## config.mk

```make
export PLATFORM = sky130hd
export DESIGN_NAME = pipe_seg_reg
export DESIGN_NICKNAME = d
export VERILOG_FILES = /design/src/rtl/pipe_seg_pkg.sv /design/src/rtl/pipe_seg_lane.sv /design/src/rtl/pipe_seg_reg.sv
export SDC_FILE = /design/constraint.sdc
export NUM_CORES = 1
export LEC_CHECK = 0
export CORE_MARGIN = 2
export CORE_UTILIZATION = 40
export DETAILED_ROUTE_END_ITERATION = 6
export GPL_TIMING_DRIVEN = 1
export HOLD_SLACK_MARGIN = 0.1
export PLACE_DENSITY = 0.84
export SLEW_MARGIN = 0
export SYNTH_ARGS = -nofsm -noshare
export SYNTH_HDL_FRONTEND = slang
export SYNTH_SLANG_ARGS = --single-unit
```

## constraint.sdc

```tcl
create_clock -name clk -period 1.9 [get_ports clk]
set_clock_uncertainty 0.1 [all_clocks]
set_input_delay 0.57 -clock clk [delete_from_list [all_inputs] [get_ports clk]]
set_output_delay 0.57 -clock clk [all_outputs]
set_load 0.005 [all_outputs]
```

## src/rtl/pipe_seg_pkg.sv

```systemverilog
// Shared types and helpers for the pipeline segment register.
// Latency: n/a (types, constants and a combinational helper only).
// Backpressure: n/a.
// Contents: lane_meta_t (valid, pc, pred_taken), RESET_PC, STAT_W_DEF and sat_add().
// A full lane record is lane_meta_t plus a PAYLOAD_W payload. The payload is
// carried beside the struct because its width is a per-instance parameter.
package pipe_seg_pkg;

  localparam logic [31:0] RESET_PC   = 32'h0;
  localparam int          STAT_W_DEF = 16;

  typedef struct packed {
    logic        valid;
    logic [31:0] pc;
    logic        pred_taken;
  } lane_meta_t;

  // The sum is formed at 33 bits so an overflow past max is seen and clamped
  // instead of wrapping around.
  function automatic logic [31:0] sat_add(input logic [31:0] cur,
                                          input logic [31:0] inc,
                                          input logic [31:0] max);
    logic [32:0] sum;
    sum = {1'b0, cur} + {1'b0, inc};
    return (sum > {1'b0, max}) ? max : sum[31:0];
  endfunction

endpackage

```

## src/rtl/pipe_seg_lane.sv

```systemverilog
// Single-lane segment register: clear zeroes the lane, hold keeps it, otherwise it loads.
// Latency: 1 cycle from input to output.
// Backpressure: i_hold freezes the lane. i_clear takes priority over i_hold.
// Ports: clk, rst_n (async active-low), i_hold, i_clear, i_meta/i_payload (lane in),
//        o_meta/o_payload (registered lane out).
module pipe_seg_lane
  import pipe_seg_pkg::*;
#(
  parameter int PAYLOAD_W = 64
) (
  input  logic                 clk,
  input  logic                 rst_n,
  input  logic                 i_hold,
  input  logic                 i_clear,
  input  lane_meta_t           i_meta,
  input  logic [PAYLOAD_W-1:0] i_payload,
  output lane_meta_t           o_meta,
  output logic [PAYLOAD_W-1:0] o_payload
);

  lane_meta_t           r_meta;
  logic [PAYLOAD_W-1:0] r_payload;

  always_ff @(posedge clk or negedge rst_n) begin
    if (!rst_n) begin
      r_meta    <= '{valid: 1'b0, pc: RESET_PC, pred_taken: 1'b0};
      r_payload <= '0;
    end else if (i_clear) begin
      r_meta    <= '{valid: 1'b0, pc: RESET_PC, pred_taken: 1'b0};
      r_payload <= '0;
    end else if (!i_hold) begin
      r_meta    <= i_meta;
      r_payload <= i_payload;
    end
  end

  assign o_meta    = r_meta;
  assign o_payload = r_payload;

endmodule

```

## src/rtl/pipe_seg_reg.sv

```systemverilog
// Multi-lane pipeline segment register with flush, bubble and per-lane kill (younger-lane squash).
// Latency: 1 cycle from input to output.
// Backpressure: bubble holds every lane. flush overrides bubble. kill_lane is ignored unless loading.
// Ports: clk, rst_n, bubble, flush, kill_lane, valid_in/pc_in/pred_taken_in/payload_in (lane k
//        at slice k), the matching *_out registers, and stat_bubble/stat_flush/stat_retired.
// Optional: define PIPE_SEG_STATS_EN to build the saturating event counters. Without it the
//        stat outputs are tied to 0.
module pipe_seg_reg
  import pipe_seg_pkg::*;
#(
  parameter int PAYLOAD_W = 64,
  parameter int LANES     = 1,
  parameter int STAT_W    = STAT_W_DEF
) (
  input  logic                       clk,
  input  logic                       rst_n,
  input  logic                       bubble,
  input  logic                       flush,
  input  logic [LANES-1:0]           kill_lane,
  input  logic [LANES-1:0]           valid_in,
  input  logic [32*LANES-1:0]        pc_in,
  input  logic [LANES-1:0]           pred_taken_in,
  input  logic [PAYLOAD_W*LANES-1:0] payload_in,
  output logic [LANES-1:0]           valid_out,
  output logic [32*LANES-1:0]        pc_out,
  output logic [LANES-1:0]           pred_taken_out,
  output logic [PAYLOAD_W*LANES-1:0] payload_out,
  output logic [STAT_W-1:0]          stat_bubble,
  output logic [STAT_W-1:0]          stat_flush,
  output logic [STAT_W-1:0]          stat_retired
);

  logic [LANES-1:0] w_ek;    // effective kill: a lane is squashed if it or any older lane is killed
  logic             w_load;

  assign w_load = !flush && !bubble;

  always_comb begin
    w_ek    = '0;
    w_ek[0] = kill_lane[0];
    for (int k = 1; k < LANES; k++) begin
      w_ek[k] = w_ek[k-1] | kill_lane[k];
    end
  end

  for (genvar k = 0; k < LANES; k++) begin : g_lane
    lane_meta_t w_d_meta;
    lane_meta_t w_q_meta;

    assign w_d_meta = '{valid: valid_in[k], pc: pc_in[32*k +: 32], pred_taken: pred_taken_in[k]};

    // A killed lane loads as flushed. During a bubble the kill is ignored.
    pipe_seg_lane #(.PAYLOAD_W(PAYLOAD_W)) u_lane (
      .clk      (clk),
      .rst_n    (rst_n),
      .i_hold   (bubble),
      .i_clear  (flush || (!bubble && w_ek[k])),
      .i_meta   (w_d_meta),
      .i_payload(payload_in[PAYLOAD_W*k +: PAYLOAD_W]),
      .o_meta   (w_q_meta),
      .o_payload(payload_out[PAYLOAD_W*k +: PAYLOAD_W])
    );

    assign valid_out[k]         = w_q_meta.valid;
    assign pc_out[32*k +: 32]   = w_q_meta.pc;
    assign pred_taken_out[k]    = w_q_meta.pred_taken;
  end

`ifdef PIPE_SEG_STATS_EN
  localparam logic [31:0] STAT_MAX = (32'd1 << STAT_W) - 32'd1;

  logic [STAT_W-1:0] r_stat_bubble;
  logic [STAT_W-1:0] r_stat_flush;
  logic [STAT_W-1:0] r_stat_retired;
  logic [31:0]       w_ret_cnt;

  always_comb begin
    w_ret_cnt = '0;
    for (int k = 0; k < LANES; k++) begin
      w_ret_cnt = w_ret_cnt + {31'd0, valid_in[k] & ~w_ek[k]};
    end
  end

  always_ff @(posedge clk or negedge rst_n) begin
    if (!rst_n) begin
      r_stat_bubble  <= '0;
      r_stat_flush   <= '0;
      r_stat_retired <= '0;
    end else if (flush) begin
      r_stat_flush <= STAT_W'(sat_add(32'(r_stat_flush), 32'd1, STAT_MAX));
    end else if (bubble) begin
      r_stat_bubble <= STAT_W'(sat_add(32'(r_stat_bubble), 32'd1, STAT_MAX));
    end else if (w_load) begin
      r_stat_retired <= STAT_W'(sat_add(32'(r_stat_retired), w_ret_cnt, STAT_MAX));
    end
  end

  assign stat_bubble  = r_stat_bubble;
  assign stat_flush   = r_stat_flush;
  assign stat_retired = r_stat_retired;
`else
  logic w_unused_load;
  assign w_unused_load = w_load;
  assign stat_bubble   = '0;
  assign stat_flush    = '0;
  assign stat_retired  = '0;
`endif

endmodule

```

==> metrics.md <==
| Metric | Value |
|---|---|
| Outcome | complete, no violations |
| ANT nets after route | 0 |
| Gr ovfl total | 0 |
| Post-synth top area share | 61.4% |
| Initial core utilization | 41.0% |
| Fin. max-slew vios | 0 |
| CTS tree | done |
| WL per Instance | 18.1 um |
| Syn. warnings | 0 |
| Detailed Route Iter0 Violations | 125 |
| Port Buf Inserts | 200 |
| Sequential-to-total area share from yosys stat | 61.4% |
| CP Class | reg2out |
| Worst Setup End Kind | output port |
| Crit-path leading delay family | flip-flops |
| Finish-stage setup viols | 0 |
| Total wire length | 11.5 mm |
| Diode count | 0 |
| Number of buffers created by CTS | 9 |
| P_leak | 3.41 nW |
| CP peak stage delay | 0.41 ns |
| CTS root buf | clkbuf_8 |
| Share of cells above drive strength 1 | 11.2% |
| Hold slack | 0.391 ns |
| Post-DP Area | 5980 um^2 |
| Clock Latency Late Sink | 0.35 ns |
| Final Cycle Share | 90.3% |
| Via/cell ratio | 5.26 |
| Crit path cell chain | dlygate4sd2_1 |
| Post-synthesis cell type count | 13 |
| Clock Tree Buf Depth | 2 |
| Area growth from synthesis to layout | 59.4% |
| Fmax | 583 MHz |
| Total power | 4.39 mW |
| Minimum clock period | 1.72 ns |
| Mean Syn Cell Area | 14.2 um^2 |
| DRC | 0 |
| Die width | 104 um |
| Clk sinks | 98 |
| Cell Rows | 36 |
| Mapped Area | 3990 um^2 |
| Seq cells post-synth | 98 |
| Slowest cell on the critical path | dfrtp_1 |
| H-Tree Depth | 3 |
| Buffers plus inverters on the worst setup path | 1 |
| Setup TNS | 0 ns |
| Global placement routability congestion | 0.738 |
| Core Area | 9730 um^2 |
| Final instance area | 6360 um^2 |
| Top cells by area, synth | dfrtp_1, a32o_1, buf_4 |
| Final Hold Viols | 0 |
| Fin nets | 600 |
| Final Non-Filler Cells | 635 |
| Tot GR Track Use | 20.3% |
| Initial antenna violation count | 0 |
| Arr. time, crit path | 1.05 ns |
| Max-cap viol count | 0 |
| Hpwl dp | 7.79 mm |
| PD cells | 690 nW/um^2 |
| CP max FO | 2 |
| Reg clk slew, reported paths | 0.11 ns |
| Worst EP required | 1.23 ns |
| Cell taking the most area after synthesis | dfrtp_1 |
| RSZ-0062 raised after global routing | no |
| Ports | 249 |
| Vias after detailed routing | 3343 |
| CP Launch Type | register |
| Instance count of the mapped netlist | 281 |
| Die Span Y | 104 um |
| Die area | 10800 um^2 |
| Router iterations before antenna repair | 4 |
| FILL cells | 758 |
| Vias in the first global route | 3382 |
| Worst hold path class | reg2reg |
| Largest net degree at the start of global routing | 60 |
| First-pass GRT wire length | 17.5 mm |
| VDD IR-drop max | 0.457 mV |
| Dpl cells | 590 |
[registers in the layout, indices dropped and copies added (netlist names)]
name,cells
g_lane.u_lane.o_meta,34
g_lane.u_lane.o_payload,64
[synth_stat cells (all sizes together)]
master / n
inv: 2
nor2b: 1
a32o: 98
buf: 73
dfrtp: 98
clkbuf: 6
conb: 1
nor2: 2
[layer usage]
layer,wire [um],vias up,global-route usage [%]
li1,-,1460,-
met1,4370,1701,23.6
met4,244,0,6.47
met2,5930,161,34.9
met5,0,-,0
met3,973,21,7.46
[placed cells by master (no fill, tap or decap), types with 2 or more instances in the layout]
| master | Yosys | routed |
|---|---|---|
| clkdlybuf4s50_1 | 0 | 101 |
| a32o_1 | 98 | 98 |
| dfrtp_1 | 98 | 98 |
| dlygate4sd2_1 | 0 | 82 |
| conb_1 | 1 | 48 |
| buf_4 | 50 | 29 |
| dlymetal6s2s_1 | 0 | 16 |
| clkbuf_8 | 0 | 9 |
| buf_12 | 0 | 8 |
| bufinv_16 | 0 | 2 |
| inv_6 | 0 | 2 |
| clkinv_4 | 0 | 2 |
[where the power goes]
| group | total (mW) | internal [mW] | switching [mW] | leakage [nW] |
|---|---|---|---|---|
| Combinational | 0.673 | 0.389 | 0.283 | 1.96 |
| Clock | 1.52 | 0.765 | 0.756 | 0.116 |
| Sequential | 2.20 | 2.16 | 0.0389 | 1.34 |
| Total | 4.39 | 3.32 | 1.08 | 3.41 |
[metrics by stage]
stage          util (%)  worst slack, ns
2_1_floorplan         -            0.421
3_3_place_gp       61.4          -0.0662
3_5_place_dp       61.4           -0.114
4_1_cts            64.3        0.0000472
5_1_grt            65.4            0.126
6_report           65.4            0.183
[worst register-to-register path, stage by stage (launching register included)]
cell,delay (ns)
dfrtp_1,0.39
buf_4,0.14
buf_4,0.13
a32o_1,0.21
[cell type report]
| type | count | area [um^2] | area share (%) |
|---|---|---|---|
| Clock buffer | 9 | 124 | 1.95 |
| Clock inverter | 7 | 106 | 1.67 |
| Inverter | 2 | 7.51 | 0.118 |
| Multi-Input combinational cell | 149 | 1190 | 18.7 |
| Sequential cell | 98 | 2450 | 38.5 |
| Tap cell | 133 | 166 | 2.62 |
| Timing Repair Buffer | 237 | 2320 | 36.4 |
[path summary, 6_finish.rpt]
path	slack, ns	endpoint	start	cells after the start
max	0.18	payload_out[57]	g_lane[0].u_lane.o_payload[57]$_DFFE_PN0P_	1
min	0.39	g_lane[0].u_lane.o_meta[7]$_DFFE_PN0P_	g_lane[0].u_lane.o_meta[7]$_DFFE_PN0P_	1
max reg2reg	0.83	g_lane[0].u_lane.o_payload[31]$_DFFE_PN0P_	g_lane[0].u_lane.o_payload[31]$_DFFE_PN0P_	3
min reg2reg	0.39	g_lane[0].u_lane.o_meta[7]$_DFFE_PN0P_	g_lane[0].u_lane.o_meta[7]$_DFFE_PN0P_	1
max in group asynchronous	0.79	g_lane[0].u_lane.o_meta[30]$_DFFE_PN0P_	rst_n	3
min in group asynchronous	0.62	g_lane[0].u_lane.o_payload[42]$_DFFE_PN0P_	rst_n	3
[logic make-up after synthesis]
kind of cell	synth area share, %
AO/OA/AOI/OAI	24.6
flip-flops	61.4
buffers and inverters	13.5
AND/OR/NAND/NOR	0.408
other	0.0940
[what timing repair did]
item / CTS / global route
pin swaps: 0 / 0
endpoints found under the hold margin: 59 / 0
buffers inserted: 19 / 9
endpoints found under the setup margin: 89 / 16
resized for setup: 82 / 16
hold buffers: 1 / 0
(Power assumes the default switching activity.)
==> RTL change 1, RTL diff (same flow settings) <==
Add an input register stage for `kill_lane`, `pc_in`, `pred_taken_in` and `payload_in`; this delays them by one clock. The other inputs are not delayed to match.
--- a/src/rtl/pipe_seg_reg.sv
+++ b/src/rtl/pipe_seg_reg.sv
@@ -31,4 +31,16 @@
 );
 
+  logic [LANES-1:0] kill_lane_q;
+  logic [32*LANES-1:0] pc_q;
+  logic [LANES-1:0] pred_taken_q;
+  logic [PAYLOAD_W*LANES-1:0] payload_q;
+
+  always_ff @(posedge clk) begin
+    kill_lane_q  <= kill_lane;
+    pc_q         <= pc_in;
+    pred_taken_q <= pred_taken_in;
+    payload_q    <= payload_in;
+  end
+
   logic [LANES-1:0] w_ek;    // effective kill: a lane is squashed if it or any older lane is killed
   logic             w_load;
@@ -38,7 +50,7 @@
   always_comb begin
     w_ek    = '0;
-    w_ek[0] = kill_lane[0];
+    w_ek[0] = kill_lane_q[0];
     for (int k = 1; k < LANES; k++) begin
-      w_ek[k] = w_ek[k-1] | kill_lane[k];
+      w_ek[k] = w_ek[k-1] | kill_lane_q[k];
     end
   end
@@ -48,5 +60,5 @@
     lane_meta_t w_q_meta;
 
-    assign w_d_meta = '{valid: valid_in[k], pc: pc_in[32*k +: 32], pred_taken: pred_taken_in[k]};
+    assign w_d_meta = '{valid: valid_in[k], pc: pc_q[32*k +: 32], pred_taken: pred_taken_q[k]};
 
     // A killed lane loads as flushed. During a bubble the kill is ignored.
@@ -57,5 +69,5 @@
       .i_clear  (flush || (!bubble && w_ek[k])),
       .i_meta   (w_d_meta),
-      .i_payload(payload_in[PAYLOAD_W*k +: PAYLOAD_W]),
+      .i_payload(payload_q[PAYLOAD_W*k +: PAYLOAD_W]),
       .o_meta   (w_q_meta),
       .o_payload(payload_out[PAYLOAD_W*k +: PAYLOAD_W])
Formal check against the unedited RTL: not equivalent (a bounded check fails within 4 cycles, from zero or initial values and one cycle with rst_n low).
==> RTL change 1 against the original RTL <==
Sequential cell count increased by 98. Critical path type unchanged. Area after synthesis increased by 49%. Final area increased by 35%. Total power increased by 93%. Maximum frequency decreased by 3.9%. Core utilization decreased by 6.3 points. Wire length increased by 18%. Synthesized cell count increased by 35%. Worst hold slack got worse by 13 ps. Worst setup slack got worse by 69 ps. Largest cell class unchanged. Final cell count increased by 25%. Count of clock-buffer cells in the layout increased by 11.
==> RTL change 1: results (changes against the original RTL) <==
Clocking:
- The number of instances resized during post-cts repair is 98 (+20%).
- The clock-pin slew of the registers on the worst-case setup and hold paths was 70 ps (-40 ps).
- The number of clock buffers inserted by TritonCTS is 17 (+8).
- The number of H-tree branching levels came to 4 (+1).

Setup path:
- The flop-to-flop setup slack was 730 ps (-100 ps).
- In this run the critical register-to-register path is captured at g_lane[0].u_lane.o_payload[14]$_DFFE_PN0P_.
- The data arrival time at the worst-slack endpoint is 1120 ps (+70 ps).
- The capture point of the critical path is pc_out[16].

Pwr:
- The static leakage power is 0.00414 uW (+21%).
- The maximum vdd ir drop is 0.000615 V (+35%).

Place:
- The post-detailed-placement half-perimeter wirelength is 9090 um (+17%).
- The number of placed instances with taps included is 740 (+25%).
- The pre-CTS worst setup slack came to -119 ps (-5.04 ps).

Synth:
- The post-synthesis sequential area ratio is 0.743 (+0.128).
- Among all flip-flop cells after synthesis, the most frequent one is dfxtp_1.
- The commonest cells after synthesis are 98 x a32o_1, 98 x dfrtp_1, 98 x dfxtp_1.
- In the post-synthesis netlist, the biggest area contributors are dfrtp_1 41%, dfxtp_1 33%, a32o_1 17%.

Cells and area:
- The share of final-layout standard cells stronger than drive strength 1 was 0.102 (-0.00958).
- The post-layout net count is 698 (+16%).
- The layout filler cell count is 1148 (+51%).

Hold path:
- In this run the most critical hold path is launched from payload_q[50]$_DFF_P_.

GRT:
- The total track usage was 0.176 (-0.0267).
- The global-route wire length before repair is 21600 um (+24%).
- The number of antenna violations at the first check in global routing is 1 (+1).

Drt:
- The first-iteration detailed-routing DRC count is 239 (+91%).
- The sum of routed wire length over all layers is 13600 um (+18%).
- The post-detailed-route via-to-cell ratio is 4.97 (-5.5%).

STA:
- The portion of the clock cycle consumed by the worst path in the final layout was 0.940 (+0.0364).

Outcome:
- The flow ran to the end, and the final reports show no timing, DRC or antenna violations.
RTL change 1: cell types whose count changed in the layout (fill, tap and decap cells not counted), moves of 2 or more:
cell / delta
dfxtp_1: +98
dlymetal6s2s_1: -16
clkbuf_1: +2
clkbuf_16: +17
buf_4: -7
clkbuf_8: -8
clkinvlp_4: +2
clkinv_2: +2
inv_6: +2
dlygate4sd2_1: +16
RTL change 1: cells by family after synthesis:
logic type | Yosys count
AOI/OAI and AO/OA | 98
and+or+nand+nor | 3
other | 1
DFF | 196
buffers and inverters | 81
RTL change 1: final cells by class:
class	count	area [um2]	share of cell area
Antenna cell	1	2.50	0.000291
Clock buffer	20	447	0.0520
Clock inverter	12	121	0.0141
Inverter	2	7.51	0.000873
Multi-Input combinational cell	149	1190	0.138
Sequential cell	196	4410	0.513
Tap cell	184	230	0.0268
Timing Repair Buffer	229	2180	0.254
RTL change 1: worst register-to-register path: stages (launching register included):
cell	delay [ps]
dfxtp_1	390
nor2_4	70
buf_12	190
a32o_1	310
RTL change 1: through the flow:
| step | setup TNS [ps] | instance area, um2 |
|---|---|---|
| after floorplan | 0 | 6120 |
| after global placement | -3540 | 8000 |
| after detailed placement | -7580 | 8000 |
| after CTS | 0 | 8590 |
| after global routing | 0 | 8590 |
| final | 0 | 8600 |
RTL change 1: power breakdown:
| part | internal [uW] | switching (uW) |
|---|---|---|
| Sequential | 4330 | 81.0 |
| Clock | 1870 | 1560 |
| Combinational | 373 | 266 |
RTL change 1: per-layer routing:
metal | up-vias | share of wire | track usage
li1 | 1757 | - | -
met2 | 223 | 0.50 | 0.291
met4 | 0 | 0.039 | 0.0931
met1 | 1925 | 0.37 | 0.203
met5 | - | 0 | 0
met3 | 39 | 0.086 | 0.0607
==> RTL change 2, RTL diff (same settings) <==
Made on the original files. `PAYLOAD_W` is set to 64 in 2 places; all go to 128.
--- a/src/rtl/pipe_seg_lane.sv
+++ b/src/rtl/pipe_seg_lane.sv
@@ -7,5 +7,5 @@
   import pipe_seg_pkg::*;
 #(
-  parameter int PAYLOAD_W = 64
+  parameter int PAYLOAD_W = 128
 ) (
   input  logic                 clk,
--- a/src/rtl/pipe_seg_reg.sv
+++ b/src/rtl/pipe_seg_reg.sv
@@ -9,5 +9,5 @@
   import pipe_seg_pkg::*;
 #(
-  parameter int PAYLOAD_W = 64,
+  parameter int PAYLOAD_W = 128,
   parameter int LANES     = 1,
   parameter int STAT_W    = STAT_W_DEF
Ports: changed (resized payload_in and payload_out); port bits go from 249 to 377. The function was not compared with the original's and may differ.
==> RTL change 2 against the original RTL <==
Final area is 60% higher. Worst hold slack worse by 8.7 ps. Worst setup slack got worse by 65 ps. Wire length grew 65%. Area after synthesis rose by 60%. Critical path depth unchanged. Non-clock buffer count rose by 117. Total power rose by 85%. Sequential cell count grew 64. Count of clock-buffer cells in the layout rose by 14.
==> RTL change 2: results (changes against the original RTL) <==
Synth:
- The unique cell type count in the Yosys netlist is 13 (unchanged).
- The prevailing post-synth register cell is dfrtp_1.
- The Yosys warning count is 0 (unchanged).
- The share of flip-flops with an asynchronous set or reset came to 1.00 (unchanged).
- The post-synthesis sequential area ratio was 0.635 (+0.0207).
- Sorting the synthesized cells by area gives the leading types as dfrtp_1 64%, a32o_1 25%, buf_4 5.6%.
- The commonest cells after synthesis are 162 x a32o_1, 162 x dfrtp_1, 48 x buf_4.

Clocking:
- The maximum root-to-sink buffer count is 2 (unchanged).
- The number of clock buffers inserted by TritonCTS is 17 (+8).
- The clock latency on the worst-skew pair is 410 ps (+60 ps).
- The clock-pin slew of the registers on the worst-case setup and hold paths came to 60 ps (-50 ps).
- The number of H-tree branching levels is 4 (+1).
- The tree is rooted in a clkbuf_16.

Pwr:
- The maximum vdd ir drop is 0.000595 V (+30%).
- The static leakage power is 0.00506 uW (+48%).

Drt:
- The first-iteration detailed-routing DRC count was 299 (+140%).
- The detailed-route wire length per cell is 19.4 um (+6.9%).
- The total number of vias came to 5224 (+56%).
- The first-pass iteration count of the detailed router is 4 (unchanged).

Cells and area:
- The antenna cell count is 0 (unchanged).
- The number of flip-flops under the largest register name was 128 (+100%).
- The register area is 4050 um2 (+65%).
- The post-layout net count is 917 (+53%).
- The share of final-layout standard cells stronger than drive strength 1 is 0.0748 (-0.0368).
- The layout filler cell count was 1208 (+59%).

Setup path:
- The maximum fanout along the worst path is 2 (unchanged).
- The count of cells along the worst register-to-register path is 2 (-1).
- The biggest cell delay along the critical path is 390 ps (-20 ps).
- On the critical path the largest part of the delay comes from flip-flops.
- The capturing point of the worst reg2reg path is g_lane[0].u_lane.o_payload[41]$_DFFE_PN0P_.
- The data arrival time at the worst-slack endpoint was 1110 ps (+60 ps).
- The most critical setup path has its startpoint at g_lane[0].u_lane.o_payload[125]$_DFFE_PN0P_.
- The most critical setup path has its endpoint at payload_out[125].
- The startpoint identified for the worst register-to-register timing path is g_lane[0].u_lane.o_payload[41]$_DFFE_PN0P_.
- The flop-to-flop setup slack was 960 ps (+130 ps).
- On the critical path, the stage with the largest delay is an instance of dfrtp_1.

Outcome:
- The flow ran to the end, and the final reports show no timing, DRC or antenna violations.

Place:
- The instance area after placement is 9700 um2 (+62%).
- The post-detailed-placement half-perimeter wirelength is 13800 um (+77%).
- The final weighted congestion in routability-driven placement is 0.736 (-0.26%).
- The count of input and output buffers is 328 (+64%).

GRT:
- The total track usage is 0.211 (+0.00772).
- The global-route wire length before repair is 27300 um (+56%).
- The via count of the first global-routing pass is 5095 (+51%).
- The number of antenna violations at the first check in global routing is 0 (unchanged).
- The largest net degree at the start of global routing is 77 (+28%).

Hold path:
- In this run the worst hold path is classified as register to register.
[RTL change 2: cell count changes after synthesis, sizes merged]
cell and change:
a32o +64, buf +19, clkbuf +2, dfrtp +64
[RTL change 2: routing by layer]
layer | GRT usage | vias to the layer above | wire, um
li1 | - | 2294 | -
met1 | 0.233 | 2592 | 6730
met2 | 0.365 | 296 | 9840
met3 | 0.0705 | 42 | 1740
met4 | 0.103 | 0 | 665
met5 | 0 | - | 0
[RTL change 2: repair_timing]
item	CTS	global route
resized for setup	162	0
setup buffers	6	0
setup endpoints to repair	162	0
endpoints found under the hold margin	29	0
hold buffers	1	0
[RTL change 2: metrics by stage]
step / instances / setup TNS [ps] / total power (uW) / setup WS, ps
final: 978 / 0 / 8140 / 118
after global routing: 978 / 0 / 8450 / 78.8
after CTS: 978 / 0 / 8230 / 96.4
after detailed placement: 940 / -22640 / 4820 / -179
after global placement: 940 / -17190 / 4780 / -142
after floorplan: 477 / 0 / 4100 / 405
[RTL change 2: cells by family (layout without fill, tap and decap cells)]
family                 after synthesis  after routing  share of synthesized area
AOI/OAI and AO/OA                  162            162                      0.254
buffers and inverters              102            387                      0.106
DFF                                162            162                      0.635
other                                1             48                   0.000588
and+or+nand+nor                      3              3                    0.00372
[RTL change 2: worst min-delay path by stage]
stage	cells after the start	slack, ps	startpoint	endpoint
after floorplan	0	170	rst_n	g_lane[0].u_lane.o_meta[0]$_DFFE_PN0P_
after global routing	1	400	g_lane[0].u_lane.o_payload[113]$_DFFE_PN0P_	g_lane[0].u_lane.o_payload[113]$_DFFE_PN0P_
after global placement	1	370	g_lane[0].u_lane.o_payload[113]$_DFFE_PN0P_	g_lane[0].u_lane.o_payload[113]$_DFFE_PN0P_
after CTS	1	390	g_lane[0].u_lane.o_payload[64]$_DFFE_PN0P_	g_lane[0].u_lane.o_payload[64]$_DFFE_PN0P_
after detailed placement	1	380	g_lane[0].u_lane.o_payload[53]$_DFFE_PN0P_	g_lane[0].u_lane.o_payload[53]$_DFFE_PN0P_
final	1	380	g_lane[0].u_lane.o_payload[64]$_DFFE_PN0P_	g_lane[0].u_lane.o_payload[64]$_DFFE_PN0P_
[RTL change 2: final cells by class]
cell class | count | area share
Sequential cell | 162 | 0.399
Clock buffer | 23 | 0.0470
Tap cell | 216 | 0.0266
Timing Repair Buffer | 354 | 0.334
Inverter | 2 | 0.000985
Multi-Input combinational cell | 213 | 0.180
Clock inverter | 8 | 0.0126
[RTL change 2: power by group]
part	internal, uW	leakage, uW	switching, uW
clock	2170	0.000289	1310
sequential	3580	0.00221	67.6
combinational	586	0.00256	435
